--- src/rtl/dsp_stream_pkg.sv ---
// Shared definitions for the streaming rate-change blocks (interpolator, decimator).
package dsp_stream_pkg;

  typedef enum logic {
    ST_IDLE = 1'b0,
    ST_EMIT = 1'b1
  } stream_state_e;

  // Counter width for a modulo-n counter; never narrower than one bit.
  function automatic int clog2_min1(input int n);
    return (n < 2) ? 1 : $clog2(n);
  endfunction

endpackage

--- src/rtl/interpolator_if.sv ---
// Valid/ready sample stream. The master drives data/valid, and the slave drives ready.
interface interpolator_if #(
  parameter int DATA_BW = 8
) ();
  logic [DATA_BW-1:0] data;
  logic               valid;
  logic               ready;

  modport master (output data, output valid, input ready);
  modport slave  (input data, input valid, output ready);
endinterface

--- src/rtl/interpolator_phase_counter.sv ---
// Modulo-N phase counter with a clear input, an advance input and a last-phase flag.
module phase_counter
  import dsp_stream_pkg::*;
#(
  parameter int N = 4,
  parameter int W = clog2_min1(N)
) (
  input  logic         clk_i,
  input  logic         rst_n_i,
  input  logic         clr_i,
  input  logic         adv_i,
  output logic [W-1:0] cnt_o,
  output logic         last_o
);
  localparam logic [W-1:0] LAST = W'(N - 1);

  logic [W-1:0] cnt_q, cnt_d;

  assign last_o = (cnt_q == LAST);
  assign cnt_o  = cnt_q;

  // Wrap at N-1 so that factors that are not powers of two behave correctly.
  always_comb begin
    cnt_d = cnt_q;
    if (clr_i)      cnt_d = '0;
    else if (adv_i) cnt_d = last_o ? '0 : cnt_q + 1'b1;
  end

  always_ff @(posedge clk_i or negedge rst_n_i) begin
    if (!rst_n_i) cnt_q <= '0;
    else          cnt_q <= cnt_d;
  end
endmodule

--- src/rtl/interpolator.sv ---
// Streaming upsampler: each accepted sample becomes INTERP_FACTOR output samples,
// which are either zero-stuffed or sample-and-hold.
module interpolator
  import dsp_stream_pkg::*;
#(
  parameter int DATA_BW       = 8,
  parameter int INTERP_FACTOR = 250,
  parameter bit ZERO_STUFF    = 1'b0
) (
  input  logic             clk_i,
  input  logic             rst_n_i,
  input  logic             en_i,
  interpolator_if.slave    in_if,
  interpolator_if.master   out_if
);
  localparam int COUNTER_BW = clog2_min1(INTERP_FACTOR);

  if (INTERP_FACTOR < 2) begin : g_bad_factor
    $error("interpolator: INTERP_FACTOR must be >= 2");
  end

  stream_state_e         state_q, state_d;
  logic [DATA_BW-1:0]    hold_q, hold_d;
  logic [DATA_BW-1:0]    data_c;
  logic [COUNTER_BW-1:0] phase;
  logic                  last, valid, ready, accept, transfer, clr;

  assign valid    = (state_q == ST_EMIT);
  assign transfer = valid & out_if.ready;
  // ready_i feeds ready_o combinationally, so a new sample can follow the last phase with no bubble.
  assign ready    = en_i & ((state_q == ST_IDLE) | (valid & last & out_if.ready));
  assign accept   = in_if.valid & ready;
  assign clr      = ~en_i | (state_q == ST_IDLE);

  phase_counter #(
    .N (INTERP_FACTOR),
    .W (COUNTER_BW)
  ) u_phase (
    .clk_i   (clk_i),
    .rst_n_i (rst_n_i),
    .clr_i   (clr),
    .adv_i   (transfer),
    .cnt_o   (phase),
    .last_o  (last)
  );

  always_comb begin
    state_d = state_q;
    hold_d  = hold_q;
    if (accept) hold_d = in_if.data;
    if (!en_i) begin
      state_d = ST_IDLE;
    end else begin
      case (state_q)
        ST_IDLE: if (accept) state_d = ST_EMIT;
        ST_EMIT: if (transfer && last && !accept) state_d = ST_IDLE;
        default: state_d = ST_IDLE;
      endcase
    end
  end

  always_comb begin
    data_c = '0;
    if (valid) data_c = (ZERO_STUFF && (phase != '0)) ? '0 : hold_q;
  end

  always_ff @(posedge clk_i or negedge rst_n_i) begin
    if (!rst_n_i) begin
      state_q <= ST_IDLE;
      hold_q  <= '0;
    end else begin
      state_q <= state_d;
      hold_q  <= hold_d;
    end
  end

  assign in_if.ready  = ready;
  assign out_if.valid = valid;
  assign out_if.data  = data_c;
endmodule

--- src/flat_wrapper.sv ---
// flat-port wrapper written by rule: the top's interface ports become plain ports
module interpolator_flat import dsp_stream_pkg::*;
#(
  parameter int DATA_BW       = 8,
  parameter int INTERP_FACTOR = 250,
  parameter bit ZERO_STUFF    = 1'b0
)
  (clk_i, rst_n_i, en_i, in_if_data, in_if_valid, in_if_ready, out_if_data, out_if_valid, out_if_ready);
  interpolator_if #(.DATA_BW(DATA_BW)) in_if_i ();
  interpolator_if #(.DATA_BW(DATA_BW)) out_if_i ();
  input  logic clk_i;
  input  logic rst_n_i;
  input  logic en_i;
  input wire logic [$bits(in_if_i.data)-1:0] in_if_data;
  input wire logic [$bits(in_if_i.valid)-1:0] in_if_valid;
  output wire logic [$bits(in_if_i.ready)-1:0] in_if_ready;
  output wire logic [$bits(out_if_i.data)-1:0] out_if_data;
  output wire logic [$bits(out_if_i.valid)-1:0] out_if_valid;
  input wire logic [$bits(out_if_i.ready)-1:0] out_if_ready;
  assign in_if_i.data = in_if_data;
  assign in_if_i.valid = in_if_valid;
  assign in_if_ready = in_if_i.ready;
  assign out_if_data = out_if_i.data;
  assign out_if_valid = out_if_i.valid;
  assign out_if_i.ready = out_if_ready;
  interpolator #(.DATA_BW(DATA_BW), .INTERP_FACTOR(INTERP_FACTOR), .ZERO_STUFF(ZERO_STUFF)) u_core (.clk_i(clk_i), .rst_n_i(rst_n_i), .en_i(en_i), .in_if(in_if_i), .out_if(out_if_i));
endmodule
--- config.mk ---
export PLATFORM = sky130hd
export DESIGN_NAME = interpolator_flat
export DESIGN_NICKNAME = d
export VERILOG_FILES = /design/src/rtl/dsp_stream_pkg.sv /design/src/rtl/interpolator_if.sv /design/src/rtl/interpolator_phase_counter.sv /design/src/rtl/interpolator.sv /design/src/flat_wrapper.sv
export SDC_FILE = /design/constraint.sdc
export NUM_CORES = 1
export LEC_CHECK = 0
export ABC_AREA = 1
export BUFFER_PORTS_ARGS = -buffer_cell sky130_fd_sc_hd__buf_2
export CORE_MARGIN = 5
export CORE_UTILIZATION = 40
export CTS_CLUSTER_DIAMETER = 60
export DETAILED_ROUTE_END_ITERATION = 16
export PLACE_DENSITY = 0.7
export SYNTH_ARGS = -nofsm -noshare
export SYNTH_HDL_FRONTEND = slang
export SYNTH_SLANG_ARGS = --single-unit
--- constraint.sdc ---
create_clock -name clk_i -period 1.6 [get_ports clk_i]
set_clock_uncertainty 0.15 [all_clocks]
set_input_delay 0.32 -clock clk_i [delete_from_list [all_inputs] [get_ports clk_i]]
set_output_delay 0.32 -clock clk_i [all_outputs]
set_load 0.1 [all_outputs]
# Word-level counts from Yosys, hierarchy flattened
# Index checks and enable logic that the tools add are counted.
dict set report word_totals {
  output_inout_bits 10
  word_cells 26
  regBits 17
  in_bits 13
}
dict set report op_classes {
  add_sub_neg 1
  n_eq_ne 1
  n_reduce_logical 4
  mux 8
  bitwise_logic 9
}
# cell count
set op_table {}
lappend op_table {{8-bit 2-to-1 mux} 4}
lappend op_table {{8-bit by 1-bit adder with 8-bit output (second input constant)} 1}
lappend op_table {{8-bit == test (second input constant)} 1}
lappend op_table {{1-bit AND} 5}
lappend op_table {{1-bit 2-to-1 mux} 3}
lappend op_table {{1-bit logical AND} 2}
lappend op_table {{1-bit NOT} 2}
lappend op_table {{1-bit bitwise OR} 2}
lappend op_table {{1-bit case mux with 2 select lines} 1}
lappend op_table {{2-bit nonzero test} 1}
lappend op_table {{1-bit logical NOT} 1}

# Longest topological paths before layout
# Gate-level depths: netlist of the first run.
dict set report depth {
  ltp_word 11
  ltp_mapped 9
  ltp_nobuf 9
}

# Hierarchy
# Synthesis of the first run repeated with hierarchy kept, for this count alone.
dict set report hier_totals {
  cells_unflattened 125
  hier_area_um2 977.2
}
# mod cells_per_inst seq_area_each_um2 area_per_inst_um2 n_inst
set modules_own_cells {}
lappend modules_own_cells {phase_counter 63 200.2 498.0 1}
lappend modules_own_cells {interpolator 62 225.2 479.2 1}

# Worst setup path before layout of the first run
# No wires, ideal clock.
dict set report synth_path {
  path_type {register to output}
  startpoint {register u_core.state_q, in the netlist u_core.out_if.valid}
  endpoint {output port in_if_ready}
  stages_incl_launch_ff 3
  arrival_ps 3266
  required_ps 1130
  path_buffers 1
  path_slack_ps -2136
  path_cell_list {dfrtp_1 clkbuf_8 a21boi_0}
}
dict set report synth_between {
  elab_chain_cells 4
  elab_cells_between_ends 5
  classes_between {bitwise (5)}
}
# item line_no
set synth_lines {}
lappend synth_lines {{start: declaration} interpolator.sv:22} ;# stream_state_e state_q, state_d;
lappend synth_lines {{start signal: assignment} interpolator.sv:72} ;# state_q <= state_d;
lappend synth_lines {{1-bit AND (2 in a row)} interpolator.sv:31} ;# assign ready = en_i & ((state_q == ST_IDLE) | (valid & last & out_if.ready));
lappend synth_lines {{1-bit bitwise OR (*)} interpolator.sv:31}
lappend synth_lines {{1-bit AND (*)} interpolator.sv:31}
lappend synth_lines {{end: declaration} flat_wrapper.sv:16} ;# output wire logic [$bits(in_if_i.ready)-1:0] in_if_ready;
# Every way passes the cells marked *; elsewhere a longest branch is shown, timed or not.

# Worst setup path after layout of the first run
dict set report layout_path {
  startpoint {register u_core.u_phase.cnt_q[1], in the netlist u_core.u_phase.cnt_o[1]}
  endpoint {output port in_if_ready}
}
dict set report layout_between {
  elab_chain_cells 5
}
# item line_no
set layout_lines {}
lappend layout_lines {{start: declaration} interpolator_phase_counter.sv:17} ;# logic [W-1:0] cnt_q, cnt_d;
lappend layout_lines {{start signal: assignment} interpolator_phase_counter.sv:31} ;# else cnt_q <= cnt_d;
lappend layout_lines {{8-bit == test} interpolator_phase_counter.sv:19} ;# assign last_o = (cnt_q == LAST);
lappend layout_lines {{1-bit AND (2 in a row)} interpolator.sv:31}
lappend layout_lines {{1-bit bitwise OR} interpolator.sv:31}
lappend layout_lines {{1-bit AND} interpolator.sv:31}
# No other way between the ends.

==> results summary, run 1 <==
The total routed wirelength came out at around 2500 um. The post-layout instance area came out at ~1600 um2. In this run the power density over the cells is a little under 900 nW/um2.

The maximum net fanout on the critical path is 2. The destination of the worst register-to-register timing path is u_core.u_phase.cnt_o[6]. The last element of the critical path is in_if_ready. The remaining routing DRC violations came out at 0. The H-tree level count is 1.

The fraction of layout instances using a drive strength above 1 is 45.8%. The most critical setup path has its startpoint at u_core.u_phase.cnt_o[1]. After synthesis, the largest family of logic cells by area is simple AND/OR/NAND/NOR gates. The final HPWL from detailed placement came out at between 1500 and 2000 um. The worst reg2reg path startpoint is u_core.u_phase.cnt_o[1]. The overall via count from detail_route came out at 961.

For this run, the total global-route usage over all layers was measured as approximately 16%. The synthesized instance count came out at between 100 and 150. The worst voltage drop across the vdd grid came out at 633 uV.

The first global-routing pass estimated around 4100 um of wire. Using the TritonRoute via totals, the vias-per-cell ratio works out to 4.95. The worst setup margin is -388 ps. The endpoint arrival time on the critical path is between 1500 and 2000 ps. The portion of the clock cycle consumed by the worst path in the final layout is 124%.

The pin count of the biggest net entering global routing came out at 18. The type of origin of the critical path is a register. For the worst setup path, the data required time is 1130 ps. Global routing finished with a remaining overflow of 0. The number of clock buffers inserted by TritonCTS is 3. Summing the areas of all compound-gate instances in the mapped netlist gives a little over 6% of the synthesized area. The clock period minus final worst setup slack is just under 2000 ps.

The post-synth net total came out at roughly 140. The post-synthesis register bit count came out at 17. The number of synthesis warnings came out at 0.

The maximum clock rate is 503 MHz. The internal reg-to-reg setup slack came out at -60 ps. In this run the most critical hold path is launched from in_if_data[4]. The final estimated routing congestion in global placement came out at roughly 0.86.

The root buffer cell chosen for the clock tree is sky130_fd_sc_hd__clkbuf_4. The share of the core filled with cells in the final layout came out at a little under three quarters. The initial core utilization is ~42%. 23 I/O pins were placed. After Yosys synthesis, XOR and XNOR cells account for 0.941% of the synthesized area. The worst setup path is captured at a primary output.

The transition time at the pin with the least slew margin is roughly 370 ps. After synthesis, the cell types taking the most area are sky130_fd_sc_hd__dfrtp_1 46%, sky130_fd_sc_hd__nand2_1 16%, sky130_fd_sc_hd__inv_1 8.5%, sky130_fd_sc_hd__nand3_1 7.5%, sky130_fd_sc_hd__nor2_1 2.8%. The average wire per cell in the routed design came out at 12.7 um.

The antenna cell count is 0. The class of the tightest hold or removal check is in -> reg. The normalized max-slew margin came out at 75.2%. The number of endpoints with negative hold slack in the final report was 0. The y dimension of the die came out at around 58 um. The biggest area consumer among synthesized cells is sky130_fd_sc_hd__dfrtp_1.

The chip width came out at roughly 58 um. The distinct cell type count of the synthesized netlist is 21. In the synthesized netlist, mux cells make up 0% of the area.

The proportion of netlist area held by the largest area contributor came out at a little under half. The count of final max-slew check failures is 0. Setup repair after global routing could not meet its margin everywhere. The worst register-to-register path has a depth of 11. Leaving out fill and tap cells, the most frequent cell in the layout is sky130_fd_sc_hd__nand2_1. The floorplan step defined a die boundary enclosing 3390 um2. The tool flagged a number of max-cap violations equal to 0. The number of filler instances in the final layout is 160. In this run the standard cell core region covers 2210 um2. The iteration-0 DRC count of the detailed router is 21. The cell leakage power is approximately 0.77 nW. The share of the Yosys chip area taken by registers is a little under half. The count of antenna-violating nets left after detailed routing came out at 0.

The number of sinks handled by clock tree synthesis is 17. After clock tree synthesis, the clock-pin slew on the worst setup and hold paths is roughly 100 ps. After Yosys synthesis, full adders, half adders and majority gates account for under 10% of the synthesized area.

The later-pin clock latency in the skew report came out at 300 ps. Summing every instance area after synthesis gives between 900 and 1000 um2. The maximum buffer depth of the clock tree is 2.

The post-layout net count came out at 182. The instance area after placement came out at 1390 um2. Compared with the post-synthesis result, the final layout area differs by 68.5%. The flow ran to the end, but the final reports show violations. In the layout the commonest cells are 31 x sky130_fd_sc_hd__nand2_1, 16 x sky130_fd_sc_hd__dfrtp_1, 14 x sky130_fd_sc_hd__buf_4. The number of global-route vias before repair is a little under 1,000.

The setup-violating endpoint count in the final report came out at 16. The final reports fail on setup timing. The number of antenna violations at the first check in global routing came out at 0. The area share of and/or/nand/nor cells after synthesis came out at between 30 and 40%. The number of standard-cell rows in the floorplan is 17.

TritonCTS built the clock tree. The critical path in this run is classified as reg -> out. The number of port buffers came out at 22. After synthesis, the mean cell area works out to 7.63 um2. For this run, the detailed router's first-pass iteration total came to 4.
cells in the mapped netlist:
| cell type | count |
|---|---|
| sky130_fd_sc_hd__dfrtp_1 | 17 |
| sky130_fd_sc_hd__o21ai_2 | 1 |
| sky130_fd_sc_hd__a22oi_1 | 1 |
| sky130_fd_sc_hd__xnor2_1 | 1 |
| sky130_fd_sc_hd__nor2_1 | 7 |
| sky130_fd_sc_hd__nand2_4 | 2 |
| sky130_fd_sc_hd__a21boi_0 | 1 |
| sky130_fd_sc_hd__nor2_2 | 2 |
| sky130_fd_sc_hd__nor3b_1 | 1 |
| sky130_fd_sc_hd__nand3_2 | 1 |
| sky130_fd_sc_hd__clkbuf_8 | 1 |
| sky130_fd_sc_hd__ha_1 | 2 |
| sky130_fd_sc_hd__nor3_1 | 2 |
| sky130_fd_sc_hd__o22ai_1 | 1 |
| sky130_fd_sc_hd__o211ai_1 | 1 |
| sky130_fd_sc_hd__nand2_1 | 39 |
| sky130_fd_sc_hd__inv_1 | 21 |
| sky130_fd_sc_hd__nand3_1 | 14 |
| sky130_fd_sc_hd__a21oi_1 | 4 |
| sky130_fd_sc_hd__nand2_2 | 2 |
| sky130_fd_sc_hd__clkinv_1 | 1 |
worst min path at each step:
stage | slack [ps] | to | cells past startpoint
floorplan | -130 | u_core.hold_q[0] | 0
global placement | 110 | u_core.u_phase.cnt_o[0] | 1
detailed placement | 110 | u_core.u_phase.cnt_o[1] | 1
CTS | 80 | u_core.hold_q[1] | 3
global route | 80 | u_core.hold_q[4] | 3
finish | 90 | u_core.hold_q[4] | 3
state kept, by name (all words and copies together) (netlist names):
register,cells
u_core.hold_q,8
u_core.u_phase.cnt_o,8
u_core.out_if.valid,1
cell families after synthesis:
| logic type | count (synthesis) |
|---|---|
| AND/OR/NAND/NOR | 70 |
| buffers and inverters | 23 |
| flip-flops | 17 |
| AO/OA/AOI/OAI | 9 |
| adder cells (fa/ha/maj) | 2 |
| XOR/XNOR | 1 |
per-layer routing:
metal | GRT usage (%) | part of all wire (%) | up-vias
met5 | 0 | 0 | -
met3 | 2.45 | 5.7 | 9
met2 | 28.1 | 55 | 33
met4 | 9.60 | 3.3 | 0
met1 | 17.3 | 36 | 451
li1 | - | - | 468
per-stage QoR:
stage               std cells  hold slack [ps]  total power [mW]  setup WS [ps]  setup TNS, ps
floorplan                 122             -126             0.903           -327          -1850
global placement          180              105              1.09           -103           -103
detailed placement        180              109              1.10           -122           -122
CTS                       188             81.4              1.36           -419          -2320
global route              194             76.4              1.48           -461          -3700
finish                    194             86.0              1.40           -388          -2210
where the power goes:
group / internal (mW) / leakage (nW) / total (mW) / switching (mW)
clock network: 0.0975 / 0.0150 / 0.246 / 0.148
registers: 0.484 / 0.221 / 0.542 / 0.0580
logic: 0.245 / 0.533 / 0.616 / 0.370
total: 0.826 / 0.768 / 1.40 / 0.577
critical path, cell delays in order, from the launching register on:
cell and delay (ps):
sky130_fd_sc_hd__dfrtp_1 400, sky130_fd_sc_hd__inv_2 80, sky130_fd_sc_hd__ha_4 120, sky130_fd_sc_hd__inv_2 40, sky130_fd_sc_hd__nor2_4 100, sky130_fd_sc_hd__nand3_4 90, sky130_fd_sc_hd__a21boi_4 190, sky130_fd_sc_hd__buf_12 190
final cells by class:
cell class | count | area (um2) | share of cell area, %
tap | 28 | 35.0 | 2.23
timing repair buffer | 41 | 428 | 27.3
clock buffer | 4 | 26.3 | 1.67
sequential | 17 | 429 | 27.4
multi-input combinational | 82 | 538 | 34.3
inverter | 22 | 113 | 7.18
repair_timing:
| action | in CTS | in global routing |
|---|---|---|
| pin swaps | 3 | 3 |
| cloned | 0 | 0 |
| setup buffers | 3 | 6 |
| setup endpoints to repair | 10 | 25 |
| hold buffers | 1 | 0 |
| resized for setup | 4 | 14 |
| endpoints found under the hold margin | 17 | 0 |
No activity file was read; power rests on OpenSTA's default activity.
==> run 2, diff against run 1 <==
PLACE_DENSITY = 0.69   (was 0.7)
RECOVER_POWER = 25   (was default)
SYNTH_HIERARCHICAL = 1   (was default)
==> results summary, run 2 <==
The flow ran to the end, but the final reports show violations. The final reports fail on setup timing. The cell leakage power is 0.789 nW (+2.7%). By count the netlist is led by 35 x sky130_fd_sc_hd__nand2_1, 22 x sky130_fd_sc_hd__inv_1, 17 x sky130_fd_sc_hd__dfrtp_1.

The chip width came out at 59.4 um (+2.0%). The number of port buffers is 22 (unchanged). The critical path buffer and inverter count is 3 (unchanged). The final HPWL from detailed placement came out at 1670 um (-1.9%). The y dimension of the die is 59.4 um (+2.0%). The remaining routing DRC violations is 0 (unchanged). The total power density per cell area came out at 709 nW/um2 (-21%).

The number of ports placed on the die boundary is 23 (unchanged). The post-synth net total is 140 (+2.2%). The depth of the worst register-to-register path came to 12 (+1).

The number of stages on the worst setup path came out at 9 (+2). The startpoint identified for the worst register-to-register timing path is u_core/u_phase/cnt_o[1]. The worst setup path is of the reg -> out kind.

The global-route wire length before repair is 4040 um (-0.86%). The number of clock buffers inserted by TritonCTS is 3 (unchanged). The number of optimization iterations in the first detailed-route pass came out at 4 (unchanged). The largest total area in the synthesized netlist belongs to sky130_fd_sc_hd__dfrtp_1. The worst setup margin came to -483 ps (-95.6 ps). Setup repair after global routing could not meet its margin everywhere. The most common cell in the synthesized netlist is sky130_fd_sc_hd__nand2_1. The routed wire length on met3 came out at 98 um (-30%).

The normalized max-slew margin is 37.3% (-38 points). The worst hold margin is 128 ps (+41.7 ps). The cell sitting at the root of the clock tree is a sky130_fd_sc_hd__clkbuf_4. The pin count of the biggest net entering global routing is 18 (unchanged).

The total routed wirelength came to 2390 um (-3.1%). STA classifies the critical path startpoint as a register. The later-pin clock latency in the skew report is 290 ps (about the same). The count of antenna-violating nets left after detailed routing is 0 (unchanged). The overall track demand over capacity in global routing came to 15.3% (-0.37 points). The share of the core filled with cells in the final layout came to 69.1% (-1.8 points). The maximum net fanout on the critical path came to 2 (unchanged). The remaining global-route overflow is 0 (unchanged). The distinct cell type count of the synthesized netlist came out at 23 (+9.5%). The post-route non-filler standard cell count came out at 197 (+1.5%). The count of cells along the worst hold path is 3 (unchanged).

The CTS tree is built. The number of maximum-capacitance violations is 0 (unchanged). The iteration-0 DRC count of the detailed router was 20 (-4.8%).

The post-layout net count is 183 (+0.55%). From synthesis to final layout, the design area changed by 70.4%. The full die area is 3530 um2 (+4.1%). The average vias per placed instance is 4.76 (-4.0%). The antenna cell count came out at 0 (unchanged). The post-synthesis average cell area was 7.82 um2 (+2.5%). The fraction of registers with async set or reset after synthesis came out at 100% (unchanged). The core box area came out at 2410 um2 (+8.9%). The average wire per cell in the routed design came to 12.1 um (-4.6%). The post-synthesis register bit count is 17 (unchanged). Walking the worst path, the cells encountered are inv_2 > ha_4 > nand2_2 > nor2_2 > nand2_2 > inv_2 > nand2_4 > a21oi_4 > buf_12. The portion of the clock cycle consumed by the worst path in the final layout was 130% (+6.0 points). The fraction of layout instances using a drive strength above 1 came out at 59.3% (+13 points). The H-tree level count is 1 (unchanged). The setup-violating endpoint count in the final report came out at 26 (+10). The synthesized instance count was 125 (+2.5%).

The number of sinks handled by clock tree synthesis was 17 (unchanged). The length of routed wiring on met1 is 951 um (+7.8%). The proportion of netlist area held by the largest area contributor came out at 43.5% (-2.2 points). The endpoint arrival time on the critical path came out at 1610 ps (+90 ps). The top routing layer in use is met4. The number of endpoints with negative hold slack in the final report came out at 0 (unchanged). The transition time at the pin with the least slew margin is 940 ps (+568 ps).

The cell count after placement is 185 (+2.8%). The maximum buffer depth of the clock tree is 2 (unchanged). The total length of routed met2 wires is 1290 um (-5.1%). In this run the most critical hold path is launched from in_if_data[6]. The critical path data required time is 1130 ps (about the same). The total power consumption of the routed design came to 1.18 mW (-16%). The number of antenna violations at the first check in global routing was 0 (unchanged). The worst voltage drop across the vdd grid is 670 uV (+5.9%). The cell family contributing the most delay on the critical path is flip-flops. The worst stage delay on the critical path came out at 400 ps (about the same). The number of flops mapped to enable cells by yosys is 0 (unchanged).

The most used flip-flop cell after synthesis is sky130_fd_sc_hd__dfrtp_1. The number of standard-cell rows in the floorplan is 18 (+1). The overall via count from detail_route was 937 (-2.5%). The clock period minus final worst setup slack came out at 2080 ps (+95.6 ps). The number of global-route vias before repair is 937 (-4.9%). The class of the tightest hold or removal check is in -> reg.

The clock transition at the register clock pins on the worst setup and hold paths after CTS was 100 ps (about the same). The synthesized cell area is 977 um2 (+5.0%). The library cells used most frequently in the layout, excluding fill and tap cells, are 16 x sky130_fd_sc_hd__nand2_1, 16 x sky130_fd_sc_hd__dfrtp_1, 13 x sky130_fd_sc_hd__nand2_4, 13 x sky130_fd_sc_hd__nand2_2, 12 x sky130_fd_sc_hd__buf_4. The slowest stage of the critical path is the sky130_fd_sc_hd__dfrtp_1 cell. Tracing the worst setup path back leads to its startpoint at u_core/u_phase/cnt_o[1]. The count of final max-slew check failures came out at 0 (unchanged). Ranked by total cell area, the synthesized netlist is headed by sky130_fd_sc_hd__dfrtp_1 44%, sky130_fd_sc_hd__nand2_1 13%, sky130_fd_sc_hd__inv_1 8.5%, sky130_fd_sc_hd__nand4_1 5.1%, sky130_fd_sc_hd__nor2_1 3.8%. The number of synthesis warnings came out at 6 (+6). The initial core utilization is 40.6% (-1.5 points). The sequential area share after synthesis came out at 43.5% (-2.2 points). The final estimated routing congestion in global placement was 0.792 (-7.8%). The sort of element at the end of the critical path is a primary output. The maximum clock rate is 480 MHz (-4.6%).
[run 2: changes by cell type after synthesis, sizes merged, moves of 2 or more]
cell / before / now
buf: 0 / 3
nand3: 15 / 5
nor3: 2 / 0
nand4: 0 / 8
nor2: 9 / 13
inv: 21 / 23
o21ai: 1 / 4
[run 2: cells by family after synthesis]
logic type	Yosys count	share of synthesized area, %
AO/OA/AOI/OAI	10	6.27
XOR/XNOR	1	0.896
adder cells (fa/ha/maj)	2	2.56
buffers and inverters	26	10.9
flip-flops	17	43.5
AND/OR/NAND/NOR	69	35.9
[run 2: area by class of cell]
cell class / count / area (um2)
Inverter: 23 / 119
Fill cell: 178 / 744
Tap cell: 30 / 37.5
Sequential cell: 17 / 429
Clock inverter: 1 / 5.00
Clock buffer: 3 / 22.5
Multi-Input combinational cell: 82 / 617
Timing Repair Buffer: 41 / 435
[run 2: report_power, final]
| part | leakage (nW) | switching, mW | internal, mW | total [mW] |
|---|---|---|---|---|
| registers | 0.222 | 0.0415 | 0.465 | 0.507 |
| logic | 0.549 | 0.277 | 0.168 | 0.445 |
| clock network | 0.0177 | 0.137 | 0.0928 | 0.230 |
| total | 0.789 | 0.455 | 0.726 | 1.18 |
[run 2: layer usage]
layer,track usage (%),vias to the layer above
met5,0,-
met4,8.09,0
met3,3.92,4
met2,27.0,18
met1,16.7,439
li1,-,476
[run 2: repair_timing]
| item | 4_1_cts | 5_1_grt |
|---|---|---|
| endpoints found under the setup margin | 19 | 27 |
| resized for setup | 11 | 20 |
| hold endpoints to repair | 17 | 0 |
| setup buffers | 6 | 7 |
| pin swaps | 5 | 7 |
| hold buffers | 1 | 0 |
[run 2: through the flow]
step                cell area [um2]  setup WS, ps  TNS [ps]
global route                   1670          -603     -6070
finish                         1670          -483     -3740
CTS                            1600          -450     -5460
floorplan                      1110          -406     -1990
detailed placement             1470          -187      -941
global placement               1470          -124      -394
[run 2: worst paths after layout]
| path | to | slack [ps] |
|---|---|---|
| setup reg to reg | u_core/hold_q[3] | -170 |
| hold reg to reg | u_core/hold_q[1] | 390 |
| min in group asynchronous | u_core/u_phase/cnt_o[0] | 530 |
| setup / recovery | in_if_ready | -480 |
| max in group asynchronous | u_core/out_if.valid | 90 |
| hold / removal | u_core/hold_q[6] | 130 |
[run 2: worst reg2reg max path, cell delays in order (launching register included)]
cell and delay (ps):
sky130_fd_sc_hd__dfrtp_1 400, sky130_fd_sc_hd__inv_2 80, sky130_fd_sc_hd__ha_4 120, sky130_fd_sc_hd__nand2_2 60, sky130_fd_sc_hd__nor2_2 130, sky130_fd_sc_hd__nand2_2 80
sky130_fd_sc_hd__inv_2 70, sky130_fd_sc_hd__nand2_4 50, sky130_fd_sc_hd__buf_4 150, sky130_fd_sc_hd__nand2_8 90, sky130_fd_sc_hd__nand3_4 140, sky130_fd_sc_hd__nand2_2 100
sky130_fd_sc_hd__nand2_1 50
